### config.mk
export PLATFORM = sky130hd
export DESIGN_NAME = apb_slave_ctrl
export DESIGN_NICKNAME = d
export VERILOG_FILES = /design/src/rtl/apb_pkg.sv /design/src/rtl/apb_wait_counter.sv /design/src/rtl/apb_slave_ctrl.sv
export SDC_FILE = /design/constraint.sdc
export NUM_CORES = 1
export LEC_CHECK = 0
export BUFFER_PORTS_ARGS = -buffer_cell sky130_fd_sc_hd__buf_2
export CORE_AREA = 4 4 72 101
export CTS_CLUSTER_DIAMETER = 120
export DETAILED_ROUTE_END_ITERATION = 6
export DIE_AREA = 0 0 76 105
export PLACE_DENSITY_LB_ADDON = 0.25
export SYNTH_ARGS = -nofsm -noshare
export SYNTH_HDL_FRONTEND = slang
export SYNTH_SLANG_ARGS = --single-unit
### constraint.sdc
create_clock -name clk -period 1.9 [get_ports clk]
set_input_delay 0.095 -clock clk [delete_from_list [all_inputs] [get_ports clk]]
set_output_delay 0.095 -clock clk [all_outputs]
set_load 0.01 [all_outputs]
### src/rtl/apb_pkg.sv
// Shared types and constants for the APB slave controller and its wait-state counter.
package apb_pkg;

  typedef enum logic {
    ST_IDLE,
    ST_ACCESS
  } state_t;

  localparam int DEF_ADDR_W = 12;
  localparam int DEF_DATA_W = 32;
  localparam int WAIT_MAX   = 15;
  localparam int CNT_W      = $clog2(WAIT_MAX + 1);

endpackage

### src/rtl/apb_wait_counter.sv
// Wait-state countdown: loaded at APB setup, decremented once per ACCESS cycle.
module apb_wait_counter
  import apb_pkg::*;
(
  input  logic             clk,
  input  logic             rst,
  input  logic             load,
  input  logic [CNT_W-1:0] load_val,
  input  logic             dec,
  output logic             zero
);

  logic [CNT_W-1:0] cnt_reg;

  always_ff @(posedge clk) begin
    if (rst) begin
      cnt_reg <= '0;
    end else if (load) begin
      cnt_reg <= load_val;
    end else if (dec && (cnt_reg != '0)) begin
      cnt_reg <= cnt_reg - 1'b1;
    end
  end

  assign zero = (cnt_reg == '0);

endmodule

### src/rtl/apb_slave_ctrl.sv
// APB slave front end: captures each transfer, inserts wait states, decodes errors
// and turns the access phase into single-cycle register-file strobes.
module apb_slave_ctrl
  import apb_pkg::*;
#(
  parameter int ADDR_W      = DEF_ADDR_W,
  parameter int DATA_W      = DEF_DATA_W,
  parameter int WAIT_CYCLES = 0,
  parameter int ADDR_LIMIT  = 'h040
) (
  input  logic                clk,
  input  logic                rst,
  input  logic                psel,
  input  logic                penable,
  input  logic                pwrite,
  input  logic [ADDR_W-1:0]   paddr,
  input  logic [DATA_W-1:0]   pwdata,
  input  logic [DATA_W/8-1:0] pstrb,
  output logic [DATA_W-1:0]   prdata,
  output logic                pready,
  output logic                pslverr,
  output logic                wr_en,
  output logic                rd_en,
  output logic [ADDR_W-1:0]   reg_addr,
  output logic [DATA_W-1:0]   reg_wdata,
  output logic [DATA_W/8-1:0] reg_be,
  input  logic [DATA_W-1:0]   reg_rdata
);

  localparam logic [ADDR_W:0]   LIMIT      = (ADDR_W + 1)'(ADDR_LIMIT);
  localparam logic [ADDR_W-1:0] ALIGN_MASK = ADDR_W'(DATA_W / 8 - 1);
  localparam logic [CNT_W-1:0]  WAIT_LOAD  = CNT_W'(WAIT_CYCLES);

  state_t              state_reg, state_next;
  logic [ADDR_W-1:0]   addr_reg;
  logic [DATA_W-1:0]   wdata_reg;
  logic [DATA_W/8-1:0] be_reg;
  logic                write_reg;
  logic                err_reg;

  logic capture;
  logic cnt_load;
  logic cnt_dec;
  logic cnt_zero;
  logic addr_err;

  // Out-of-range or not aligned to the bus width.
  assign addr_err = ({1'b0, paddr} >= LIMIT) || ((paddr & ALIGN_MASK) != '0);

  apb_wait_counter u_wait (
    .clk      (clk),
    .rst      (rst),
    .load     (cnt_load),
    .load_val (WAIT_LOAD),
    .dec      (cnt_dec),
    .zero     (cnt_zero)
  );

  always_ff @(posedge clk) begin
    if (rst) begin
      state_reg <= ST_IDLE;
      addr_reg  <= '0;
      wdata_reg <= '0;
      be_reg    <= '0;
      write_reg <= 1'b0;
      err_reg   <= 1'b0;
    end else begin
      state_reg <= state_next;
      if (capture) begin
        addr_reg  <= paddr;
        wdata_reg <= pwdata;
        be_reg    <= pstrb;
        write_reg <= pwrite;
        err_reg   <= addr_err;
      end
    end
  end

  always_comb begin
    state_next = state_reg;
    capture    = 1'b0;
    cnt_load   = 1'b0;
    cnt_dec    = 1'b0;
    pready     = 1'b0;
    pslverr    = 1'b0;
    wr_en      = 1'b0;
    rd_en      = 1'b0;
    case (state_reg)
      ST_IDLE: begin
        if (psel && !penable) begin
          capture    = 1'b1;
          cnt_load   = 1'b1;
          state_next = ST_ACCESS;
        end else if (psel && penable) begin
          // Access phase with no setup seen: answer with an error, stay idle.
          pready  = 1'b1;
          pslverr = 1'b1;
        end
      end
      ST_ACCESS: begin
        if (!psel) begin
          state_next = ST_IDLE;
        end else if (!cnt_zero) begin
          cnt_dec = 1'b1;
        end else if (penable) begin
          pready     = 1'b1;
          state_next = ST_IDLE;
          if (err_reg) begin
            pslverr = 1'b1;
          end else begin
            wr_en = write_reg;
            rd_en = !write_reg;
          end
        end
      end
      default: state_next = ST_IDLE;
    endcase
  end

  // Register-file bus is quiet outside of a transfer.
  assign reg_addr  = (state_reg == ST_ACCESS) ? addr_reg  : '0;
  assign reg_wdata = (state_reg == ST_ACCESS) ? wdata_reg : '0;
  assign reg_be    = (state_reg == ST_ACCESS) ? be_reg    : '0;
  assign prdata    = rd_en ? reg_rdata : '0;

endmodule

After elaboration in Yosys (flattened, before gate mapping)
Cells that the tools add are included.

Register bits after elaboration: 55. Input port bits: 85. Output and inout port bits: 84. Logic and storage cells: 54.

Add/subtract/negate cells: 1. Order comparisons: 1. Multiplexer cells: 34. Bitwise gates (word level): 1. Reduce and logical (&&, ||, !) cells: 10.

Operator list (count): two-way mux 32 bit (2); two-way mux 1 bit (27); greater-or-equal comparator 12 x 7 -> 1 bit (second input constant) (1); two-way mux 12 bit (1); nonzero test 12 bit (1); case mux 1 bit (2 select lines) (3); zero test 4 bit (1); two-way mux 4 bit (1); nonzero test 4 bit (1); subtractor 4 x 1 -> 4 bit (second input constant) (1); logical AND 1 bit (3); zero test 1 bit (2); OR reduction 2 bit (1); logical OR 1 bit (1); inverter 1 bit (1).

Logic depth before layout (Yosys ltp)
Gate-level depths: netlist (run 1).

Depth in word-level cells: 7. Gate-level depth with buffers: 6. Depth with buffers taken out: 5.

Modules after synthesis
From an unflattened synthesis (run 1), not the netlist that was laid out.

Cell total of the unflattened synthesis: 352. Area, all modules: 2822.7 µm².

Modules (own cells, without submodules): apb_slave_ctrl (times used 1, cells an instance 323, area each 2560.0 µm², seq. area each 1021.0 µm²); apb_wait_counter (times used 1, cells an instance 29, area each 262.8 µm², seq. area each 80.1 µm²).

Least setup slack after synthesis (run 1)
Ideal clock, no wire load.

Path type: register to output. From: register u_wait.cnt_reg[0]. To: output port prdata[22]. Data arrival time: 1.604 ns. Required time: 1.805 ns. Setup slack: 0.201 ns. Cell stages (with the launch flop): 7. Path buffers: 1. Cells stage by stage: dfxtp_1 -> inv_1 -> ha_1 -> or3b_4 -> nor4_4 -> buf_6 -> and2_2.

Longest elaborated chain between the ends: 5.

Ends and longest elaborated chain: from (decl) (line apb_wait_counter.sv:13) `logic [CNT_W-1:0] cnt_reg;`; from (signal assigned) (line apb_wait_counter.sv:19) `cnt_reg <= load_val;`; from (signal assigned) (line apb_wait_counter.sv:21) `cnt_reg <= cnt_reg - 1'b1;`; zero test 4 bit (line apb_wait_counter.sv:25) `assign zero = (cnt_reg == '0);`; two-way mux 1 bit (line apb_slave_ctrl.sv:103) `end else if (!cnt_zero) begin`; two-way mux 1 bit (line apb_slave_ctrl.sv:101) `if (!psel) begin`; two-way mux 1 bit (line apb_slave_ctrl.sv:88) `case (state_reg)`; named net rd_en (line apb_slave_ctrl.sv:23) `output logic rd_en,`; two-way mux 32 bit (line apb_slave_ctrl.sv:124) `assign prdata = rd_en ? reg_rdata : '0;`; to (decl) (line apb_slave_ctrl.sv:19) `output logic [DATA_W-1:0] prdata,`.

The timed path passes the listed nets, and every way through them passes these cells.

Final worst setup path (run 1)
From: register u_wait.cnt_reg[0]. To: output port prdata[22].

Longest elaborated chain between the ends: 5.

Ends and longest elaborated chain (line): zero test 4 bit (apb_wait_counter.sv:25); two-way mux 1 bit (apb_slave_ctrl.sv:103); two-way mux 1 bit (apb_slave_ctrl.sv:101); two-way mux 1 bit (apb_slave_ctrl.sv:88); two-way mux 32 bit (apb_slave_ctrl.sv:124).

Every way passes these cells.

==> results.tsv, run 1 <==
stage	metric	value	unit
run_status	status	finished with violations	
run_status	failing checks	negative setup slack	
setup_path	peak fanout along the critical path	9	
timing	Final min period	2.111	ns
clocking	worst skew pair latency	0.30	ns
floorplan	io pins	169	
logic_synthesis	area of the mapped netlist	2609	um^2
logic_synthesis	synthesized netlist cell count	346	
routing	vias	2913	
min_path	HP Class	input pin to flop	
global_routing	first-pass GRT wire length	13610	um
routing	router iterations before antenna repair	4	
global_routing	GRT Total Usage	20.31	%
logic_synthesis	syn avg cell area	7.540	um^2
logic_synthesis	share of the synthesized area in the top cell type	42.21	%
placed_design	Inst Count DP	572	
timing	Slew @ Worst Pin	0.5871	ns
setup_path	worst reg2reg startpoint	u_wait.cnt_reg[0]$_SDFFE_PP0P_	
run	Max Cap Viol	0	
floorplan	Die Y	105	um
placed_design	Port Buf Inserts	168	
min_path	hold path cells	3	
floorplan	core area	6437	um^2
pwr	Cell Pwr Density	576.0	nW/um^2
logic_synthesis	dominant cell type by area after synthesis	dfxtp_1	
layout	Final Instance Count excl. Fillers	591	
setup_path	endpoint class of the critical path	output port	
timing	Hold WS	0.01859	ns
layout	register area	1104	um^2
pwr	Leak	0.001953	uW
setup_path	Critical Path Start	u_wait.cnt_reg[0]$_SDFFE_PP0P_	
timing	RSZ-0062 raised after global routing	true	
logic_synthesis	top_reg_cell synth	dfxtp_1	
routing	routed vias/inst	4.929	
pwr	peak supply drop	0.0004314	V
clocking	hold_buf cts	0	
layout	FILL cells	603	
timing	Worst slew margin	60.86	%
timing	Final WS setup	-0.2114	ns
clocking	total CTS buffers	5	
clocking	CTS H-Tree Depth	2	
setup_path	WS Path Type	flop to output port	
layout	Syn-to-layout area delta	54.34	%
placed_design	GPL Wtd Cong	0.8595	
timing	Slew Viols, Final	0	
floorplan	initial core utilization	40.52	%
clocking	Max Buffers Root-to-Sink	2	
logic_synthesis	ys async rst share	0	%
logic_synthesis	Mapped Nets	432	
setup_path	reg2reg end	u_wait.cnt_reg[3]$_SDFFE_PP0P_	
floorplan	row count	35	
timing	fin crit share	111.1	%
global_routing	largest net degree at the start of global routing	35	
layout	multi-input logic area	1456	um^2
floorplan	chip width	76	um
setup_path	critical path data required time	1.80	ns
setup_path	critical path data arrival time	2.02	ns
layout	fin nets	602	
routing	DRC viols	0	
clocking	TritonCTS clock tree	yes	
setup_path	cells on worst reg2reg path	4	
setup_path	Setup crit start kind	flop	
setup_path	Worst R2R Setup Slack	0.31	ns
logic_synthesis	ranking of synthesized cells by area	dfxtp_1 (42%), and2_1 (16%), nand2_1 (14%)	
clocking	clock sinks	55	
timing	Final Hold Viols	0	
logic_synthesis	count of cell types in the netlist	29	
routing	initial detailed-routing violation count	136	
global_routing	initial antenna violation count	0	
global_routing	vias in the first global route	2880	
min_path	Hold Crit Start	pstrb[1]	
clocking	Worst-path clk slew	0.10	ns
routing	routed wire length per instance	14.10	um
layout	number of flip-flops in the largest register	32	
logic_synthesis	Syn. warnings	0	
logic_synthesis	top cells by count, synth	nand2_1 (100), and2_1 (68), dfxtp_1 (55), a21oi_1 (53), clkbuf_1 (21)	
timing	Peak Freq	0.4736	GHz
global_routing	grt ovf	0	
floorplan	Die ar.	7980	um^2
placed_design	DP Wirelength	5708	um
timing	clock skew	0.006957	ns
routing	WL final	8333	um
logic_synthesis	Post-synth EDFFs	0	
timing	Setup-failing EPs final	34	
layout	Ant. Diodes	0	
clocking	clk root buf	clkbuf_8	
logic_synthesis	part of the Yosys area used for sequential elements	42.21	%
routing	Routed Antenna Nets	0	
layout	share of cells above drive strength 1	46.23	%
min_path	Hold Crit Endpoint	be_reg[1]$_SDFFE_PP0P_	
logic_synthesis	count leader, synth	nand2_1	
logic_synthesis	flop and latch count out of synthesis	55	
## repair_timing
item / CTS / global route
setup buffers: 10 / 2
gates resized for setup: 57 / 19
setup endpoints to repair: 33 / 34
pin swaps: 26 / 4
cloned: 3 / 0
## cells by family after synthesis
logic type / count (synthesis) / synth area share [%]
AOI/OAI and AO/OA: 58 / 11.37
buffers and inverters: 29 / 5.132
DFF: 55 / 42.21
adders and majority gates: 1 / 0.4795
muxes: 1 / 0.3837
and+or+nand+nor: 202 / 40.43
## cell usage in the layout, fill, tap and decap left out, types with 3 or more instances in the layout
cell / instances
dfxtp_1: 53
buf_6: 35
clkbuf_8: 6
and2_1: 48
a21oi_1: 53
nor2_1: 3
and2_4: 31
buf_4: 16
nor4_1: 3
o21ai_0: 3
buf_2: 135
nand2_1: 100
## worst max-delay path, cell delays in order (launching register included)
cell     delay [ns]
dfxtp_2        0.34
inv_2          0.06
ha_4           0.13
or3b_4         0.40
nor4_4         0.24
buf_4          0.18
buf_8          0.13
and2_4         0.15
buf_6          0.10
## metrics by stage
step           power (uW)  cell area, um^2  utilization, %  setup slack, ns  setup TNS [ns]
2_1_floorplan        1388             2609               -           0.2013               0
3_3_place_gp         1532             3513           54.58           0.1639               0
3_5_place_dp         1537             3513           54.58           0.1017               0
4_1_cts              2352             4019           62.43          -0.1833          -4.858
5_1_grt              2435             4026           62.55          -0.2947          -9.122
6_report             2319             4026           62.55          -0.2114          -6.347
## layer usage
metal | global-route usage [%] | wire (um) | share of wire, % | vias up
li1 | - | - | - | 1438
met2 | 38.54 | 4489 | 54 | 115
met3 | 4.569 | 581 | 7.0 | 11
met1 | 22.25 | 3136 | 38 | 1349
met4 | 4.962 | 126 | 1.5 | 0
met5 | 0 | 0 | 0 | -
## cell type report
cell class	count	area share [%]
Inverter	3	0.2797
Clock buffer	6	2.051
Timing Repair Buffer	189	30.92
Clock inverter	2	0.8701
Tap cell	74	2.300
Sequential cell	55	27.41
Multi-Input combinational cell	262	36.17
## how the worst max path moves through the flow
stage,end
2_1_floorplan,prdata[22]
3_3_place_gp,prdata[0]
3_5_place_dp,prdata[30]
4_1_cts,prdata[14]
5_1_grt,prdata[23]
6_report,prdata[22]
## power by group
part / switching [uW] / internal, uW / leakage (uW)
clock network: 360 / 427 / 0.0000612
registers: 24.4 / 1200 / 0.000450
logic: 159 / 147 / 0.00144
total: 544 / 1780 / 0.00195
No activity file was read; power rests on OpenSTA's default activity.
==> inputs of run 2 (changes only) <==
--- a/config.mk
+++ b/config.mk
@@ -5,12 +5,13 @@
 export SDC_FILE = /design/constraint.sdc
 export NUM_CORES = 1
 export LEC_CHECK = 0
+export ABC_AREA = 1
 export BUFFER_PORTS_ARGS = -buffer_cell sky130_fd_sc_hd__buf_2
 export CORE_AREA = 4 4 72 101
 export CTS_CLUSTER_DIAMETER = 120
 export DETAILED_ROUTE_END_ITERATION = 6
 export DIE_AREA = 0 0 76 105
-export PLACE_DENSITY_LB_ADDON = 0.25
+export PLACE_DENSITY_LB_ADDON = 0.08
 export SYNTH_ARGS = -nofsm -noshare
 export SYNTH_HDL_FRONTEND = slang
 export SYNTH_SLANG_ARGS = --single-unit
==> results.tsv, run 2 <==
stage	metric	value	unit
clocking	clock sinks	55	
clocking	hold_buf cts	0	
layout	number of flip-flops in the largest register	32	
floorplan	row count	35	
global_routing	GRT Total Usage	19.26	%
logic_synthesis	Syn. warnings	0	
logic_synthesis	Post-synth EDFFs	0	
placed_design	dpl cell area	3568	um^2
min_path	hold path cells	3	
logic_synthesis	ys async rst share	0	%
logic_synthesis	flop and latch count out of synthesis	55	
routing	WL final	7911	um
setup_path	endpoint class of the critical path	output port	
placed_design	Port Buf Inserts	168	
floorplan	initial core utilization	41.75	%
routing	routed vias/inst	4.538	
logic_synthesis	count leader, synth	nand2_1	
logic_synthesis	Mapped Nets	526	
placed_design	Placement Setup Slack	0.2718	ns
clocking	total CTS buffers	5	
clocking	Worst-path clk slew	0.10	ns
floorplan	io pins	169	
routing	initial detailed-routing violation count	135	
routing	Routed Antenna Nets	0	
global_routing	first-pass GRT wire length	13120	um
layout	post-route cell area	3731	um^2
layout	Syn-to-layout area delta	38.83	%
run	Max Cap Viol	0	
logic_synthesis	syn avg cell area	6.108	um^2
timing	Worst slew margin	64.69	%
logic_synthesis	area of the mapped netlist	2688	um^2
clocking	CTS H-Tree Depth	2	
timing	Final TNS setup	0	ns
run_status	status	finished, final reports clean	
global_routing	grt ovf	0	
min_path	Hold Crit Endpoint	wdata_reg[6]$_SDFFE_PP0P_	
layout	commonest cells after routing, fill and taps aside	buf_2 (168), nand2_1 (157), inv_1 (90), dfxtp_1 (54), a21oi_1 (52)	
timing	clock skew	0.009777	ns
global_routing	largest net degree at the start of global routing	50	
global_routing	initial antenna violation count	0	
routing	DRC viols	0	
pwr	Cell Pwr Density	591.1	nW/um^2
timing	RSZ-0062 raised after global routing	false	
logic_synthesis	dominant cell type by area after synthesis	dfxtp_1	
pwr	Power, Total	2205	uW
clocking	clk root buf	clkbuf_8	
pwr	Leak	0.002405	uW
pwr	peak supply drop	0.0005220	V
placed_design	DP Wirelength	5753	um
clocking	worst skew pair latency	0.31	ns
logic_synthesis	count of cell types in the netlist	20	
floorplan	core area	6437	um^2
floorplan	Die Y	105	um
global_routing	vias in the first global route	2979	
routing	routed wire length per instance	11.75	um
logic_synthesis	share of the synthesized area in the top cell type	40.97	%
setup_path	Worst R2R Setup Slack	0.44	ns
timing	Final Hold Viols	0	
timing	Setup-failing EPs final	0	
layout	most common cell after layout, fill and taps aside	buf_2	
timing	fin crit share	92.36	%
min_path	HP Class	input pin to flop	
logic_synthesis	synthesized netlist cell count	440	
timing	Slew Viols, Final	0	
min_path	Hold Crit Start	pwdata[6]	
layout	Ant. Diodes	0	
floorplan	chip width	76	um
logic_synthesis	top cells by count, synth	nand2_1 (157), inv_1 (92), dfxtp_1 (55), a21oi_1 (52), nor2_1 (41)	
timing	Peak Freq	0.5699	GHz
logic_synthesis	part of the Yosys area used for sequential elements	40.97	%
routing	vias	3054	
setup_path	reg2reg end	u_wait.cnt_reg[3]$_SDFFE_PP0P_	
floorplan	Die ar.	7980	um^2
setup_path	cells on worst reg2reg path	6	
timing	Final min period	1.755	ns
setup_path	peak fanout along the critical path	17	
timing	Hold WS	0.02058	ns
clocking	Max Buffers Root-to-Sink	2	
setup_path	Critical Path Start	u_wait.cnt_reg[1]$_SDFFE_PP0P_	
routing	router iterations before antenna repair	4	
placed_design	GPL Wtd Cong	0.8071	
clocking	TritonCTS clock tree	yes	
timing	Final WS setup	0.1452	ns
timing	Slew @ Worst Pin	0.5296	ns
setup_path	critical path data required time	1.80	ns
setup_path	Setup crit start kind	flop	
layout	share of cells above drive strength 1	32.22	%
logic_synthesis	top_reg_cell synth	dfxtp_1	
setup_path	WS Path Type	flop to output port	
setup_path	worst reg2reg startpoint	state_reg$_SDFF_PP0_	
logic_synthesis	ranking of synthesized cells by area	dfxtp_1 (41%), nand2_1 (22%), inv_1 (13%)	
setup_path	critical path data arrival time	1.66	ns
layout	fin nets	685	
layout	FILL cells	693	
[run 2: final cells by class]
type                       instances  area (um^2)  area share [%]
clock buffer                       6        82.58           2.213
clock inverter                     1        8.758          0.2347
inverter                          94        352.8           9.457
multi-input combinational        267         1149           30.78
sequential                        55         1102           29.54
tap                               74        92.59           2.482
timing repair buffer             176        943.4           25.29
[run 2: cells by family after synthesis]
group	count (synthesis)	share of synthesized area, %
simple gates	210	30.49
buf+inv	118	17.55
compound gates	56	10.52
flops	55	40.97
fa+ha+maj	1	0.4655
[run 2: worst max path at each step]
stage	to	slack, ns	cells after the start
2_1_floorplan	prdata[22]	0.50	7
3_3_place_gp	prdata[19]	0.37	8
3_5_place_dp	prdata[13]	0.27	8
4_1_cts	prdata[13]	0.05	8
5_1_grt	prdata[21]	0.02	8
6_report	prdata[18]	0.15	8
[run 2: what timing repair did]
action	4_1_cts	5_1_grt
gates resized for setup	2	8
endpoints found under the setup margin	33	33
buffers inserted	0	0
gates cloned	0	1
hold endpoints to repair	0	0
[run 2: report_power, final]
part           internal [uW]  total [uW]  switching (uW)  leakage [uW]
logic                    135         305             170       0.00191
registers               1200        1230            23.4      0.000449
clock network            294         674             380     0.0000477
total                   1630        2210             573       0.00241
[run 2: layer usage]
layer / wire [um] / GRT usage [%] / part of all wire [%]
met5: 0 / 0 / 0
met1: 3203 / 21.29 / 40
met3: 697 / 6.121 / 8.8
met4: 104 / 5.089 / 1.3
met2: 3906 / 34.87 / 49
[run 2: critical path: stages (launching register included)]
cell and delay [ns]:
dfxtp_1 0.33, inv_1 0.10, ha_4 0.17, nand3_4 0.11, inv_2 0.09, nand4_4 0.11
buf_12 0.19, nor2_1 0.10, buf_2 0.15
[run 2: metrics by stage]
step	utilization, %	std cells
after floorplan	-	440
after global placement	55.43	665
after detailed placement	55.43	665
after CTS	56.99	672
after global routing	57.96	673
final	57.96	673
==> inputs of run 3 (changes only) <==
--- a/config.mk
+++ b/config.mk
@@ -8,9 +8,9 @@
 export ABC_AREA = 1
 export BUFFER_PORTS_ARGS = -buffer_cell sky130_fd_sc_hd__buf_2
 export CORE_AREA = 4 4 72 101
-export CTS_CLUSTER_DIAMETER = 120
 export DETAILED_ROUTE_END_ITERATION = 6
 export DIE_AREA = 0 0 76 105
+export HOLD_SLACK_MARGIN = 0.05
 export PLACE_DENSITY_LB_ADDON = 0.08
 export SYNTH_ARGS = -nofsm -noshare
 export SYNTH_HDL_FRONTEND = slang
==> results.tsv, run 3 (synthesis gave the netlist of run 2 again) <==
stage	metric	value	unit
floorplan	row count	35	
routing	vias	3263	
layout	most common cell after layout, fill and taps aside	buf_2	
setup_path	critical path data arrival time	1.66	ns
global_routing	vias in the first global route	3203	
clocking	clk root buf	clkbuf_8	
timing	clock skew	0.006817	ns
setup_path	worst-path cell chain	inv_1 -> ha_4 -> nand3_4 -> inv_2 -> nand4_4 -> clkbuf_16 -> nor2_1 -> buf_2	
layout	share of cells above drive strength 1	29.88	%
timing	Setup-failing EPs final	0	
run	Max Cap Viol	0	
setup_path	peak fanout along the critical path	16	
global_routing	GR peak layer	met2	
layout	final core utilization	65.27	%
global_routing	first-pass GRT wire length	14480	um
clocking	clock sinks	55	
routing	routed vias/inst	4.532	
timing	Final min period	1.759	ns
setup_path	endpoint class of the critical path	output port	
routing	WL final	8662	um
floorplan	chip width	76	um
routing	routed wire length per instance	12.03	um
timing	RSZ-0062 raised after global routing	false	
setup_path	Setup crit start kind	flop	
timing	fin crit share	92.58	%
setup_path	Slowest-stage cell, CP	dfxtp_1	
setup_path	critical path data required time	1.80	ns
layout	fin nets	732	
pwr	Int Pwr	1695	uW
global_routing	Global Route met3 Usage	6.034	%
timing	Final Hold Viols	0	
clocking	TritonCTS clock tree	yes	
timing	Slew @ Worst Pin	0.5221	ns
routing	DRC viols	0	
pwr	Leak	0.002602	uW
clocking	worst skew pair latency	0.30	ns
run_status	status	finished, final reports clean	
floorplan	initial core utilization	41.75	%
layout	commonest cells after routing, fill and taps aside	buf_2 (168), nand2_1 (157), inv_1 (90), dfxtp_1 (54), a21oi_1 (52)	
timing	Peak Freq	0.5685	GHz
pwr	combinational share of power	16.8	%
setup_path	CP delay by family, top	buffers and inverters	
clocking	total CTS buffers	5	
routing	initial detailed-routing violation count	162	
setup_path	cells on worst reg2reg path	6	
pwr	peak supply drop	0.0005245	V
clocking	CTS H-Tree Depth	2	
min_path	hold path cells	3	
pwr	sw frac	25.81	%
clocking	Worst-path clk slew	0.10	ns
global_routing	met1 Use GR	23.43	%
global_routing	GRT Total Usage	21.28	%
placed_design	DP Wirelength	5753	um
clocking	Max Buffers Root-to-Sink	2	
global_routing	grt ovf	0	
pwr	register share of total power	53.7	%
pwr	Power, Total	2285	uW
placed_design	GPL Wtd Cong	0.8071	
placed_design	Port Buf Inserts	168	
pwr	P_sw	589.9	uW
layout	number of flip-flops in the largest register	32	
min_path	HP Class	input pin to flop	
routing	Routed Antenna Nets	0	
layout	Ant. Diodes	0	
floorplan	Die Y	105	um
layout	Syn-to-layout area delta	56.33	%
timing	Worst slew margin	65.19	%
pwr	Cell Pwr Density	543.9	nW/um^2
setup_path	WS Path Type	flop to output port	
setup_path	CP Depth	8	
timing	Slew Viols, Final	0	
global_routing	largest net degree at the start of global routing	50	
global_routing	initial antenna violation count	0	
timing	Final TNS setup	0	ns
setup_path	crit path buf inv count	4	
global_routing	met2 Use GR	38.85	%
routing	router iterations before antenna repair	4	
floorplan	Die ar.	7980	um^2
pwr	clock network power share	29.5	%
floorplan	core area	6437	um^2
setup_path	CP max stage delay	0.33	ns
clocking	postcts setup bufs	0	
timing	Hold WS	0.06846	ns
floorplan	io pins	169	
run 3: changes by cell type in the layout (fill, tap and decap cells not counted), sizes merged:
cell	delta
dlygate4sd3	+47
run 3: final timing paths:
path	to	from	slack, ns
hold reg to reg	wdata_reg[3]$_SDFFE_PP0P_	wdata_reg[3]$_SDFFE_PP0P_	0.47
setup / recovery	prdata[14]	u_wait.cnt_reg[1]$_SDFFE_PP0P_	0.14
hold / removal	write_reg$_SDFFE_PP0P_	pwrite	0.07
setup reg to reg	u_wait.cnt_reg[3]$_SDFFE_PP0P_	state_reg$_SDFF_PP0_	0.45
run 3: metrics by stage:
| step | area (um^2) | worst slack, ns | std cells |
|---|---|---|---|
| 6_report | 4202 | 0.1410 | 720 |
| 5_1_grt | 4202 | 0.02123 | 720 |
| 4_1_cts | 4139 | 0.04899 | 719 |
| 3_5_place_dp | 3568 | 0.2718 | 665 |
| 3_3_place_gp | 3568 | 0.3727 | 665 |
| 2_1_floorplan | 2688 | 0.4984 | 440 |
run 3: power groups by stage:
stage	Clock (uW)	Sequential, uW	Combinational, uW
after floorplan	0	1250	165
final	674	1230	385
after global placement	0	1250	301
after detailed placement	0	1250	304
after global routing	745	1230	434
after CTS	696	1230	381
run 3: per-layer routing:
metal | vias to the layer above | wire, um
li1 | 1687 | -
met1 | 1440 | 3467
met2 | 123 | 4418
met3 | 13 | 624
met4 | 0 | 151
met5 | - | 0
run 3: timing repair:
action,CTS,global route
hold buffers,47,0
gates resized for setup,2,8
hold endpoints to repair,47,0
gates cloned,0,1
setup endpoints to repair,33,33
pin swaps,0,0
run 3: worst register-to-register path, stage by stage, from the launching register on:
cell and delay (ns):
dfxtp_2 0.34, buf_4 0.45, nand2_1 0.10, inv_1 0.16, nand4_1 0.13, nor2_1 0.11
nor2_1 0.05
run 3: area by class of cell:
type	instances	area, um^2
clock buffer	6	82.58
clock inverter	1	8.758
fill	619	2236
inverter	94	352.8
multi-input combinational	267	1149
sequential	55	1102
tap	74	92.59
timing repair buffer	223	1414
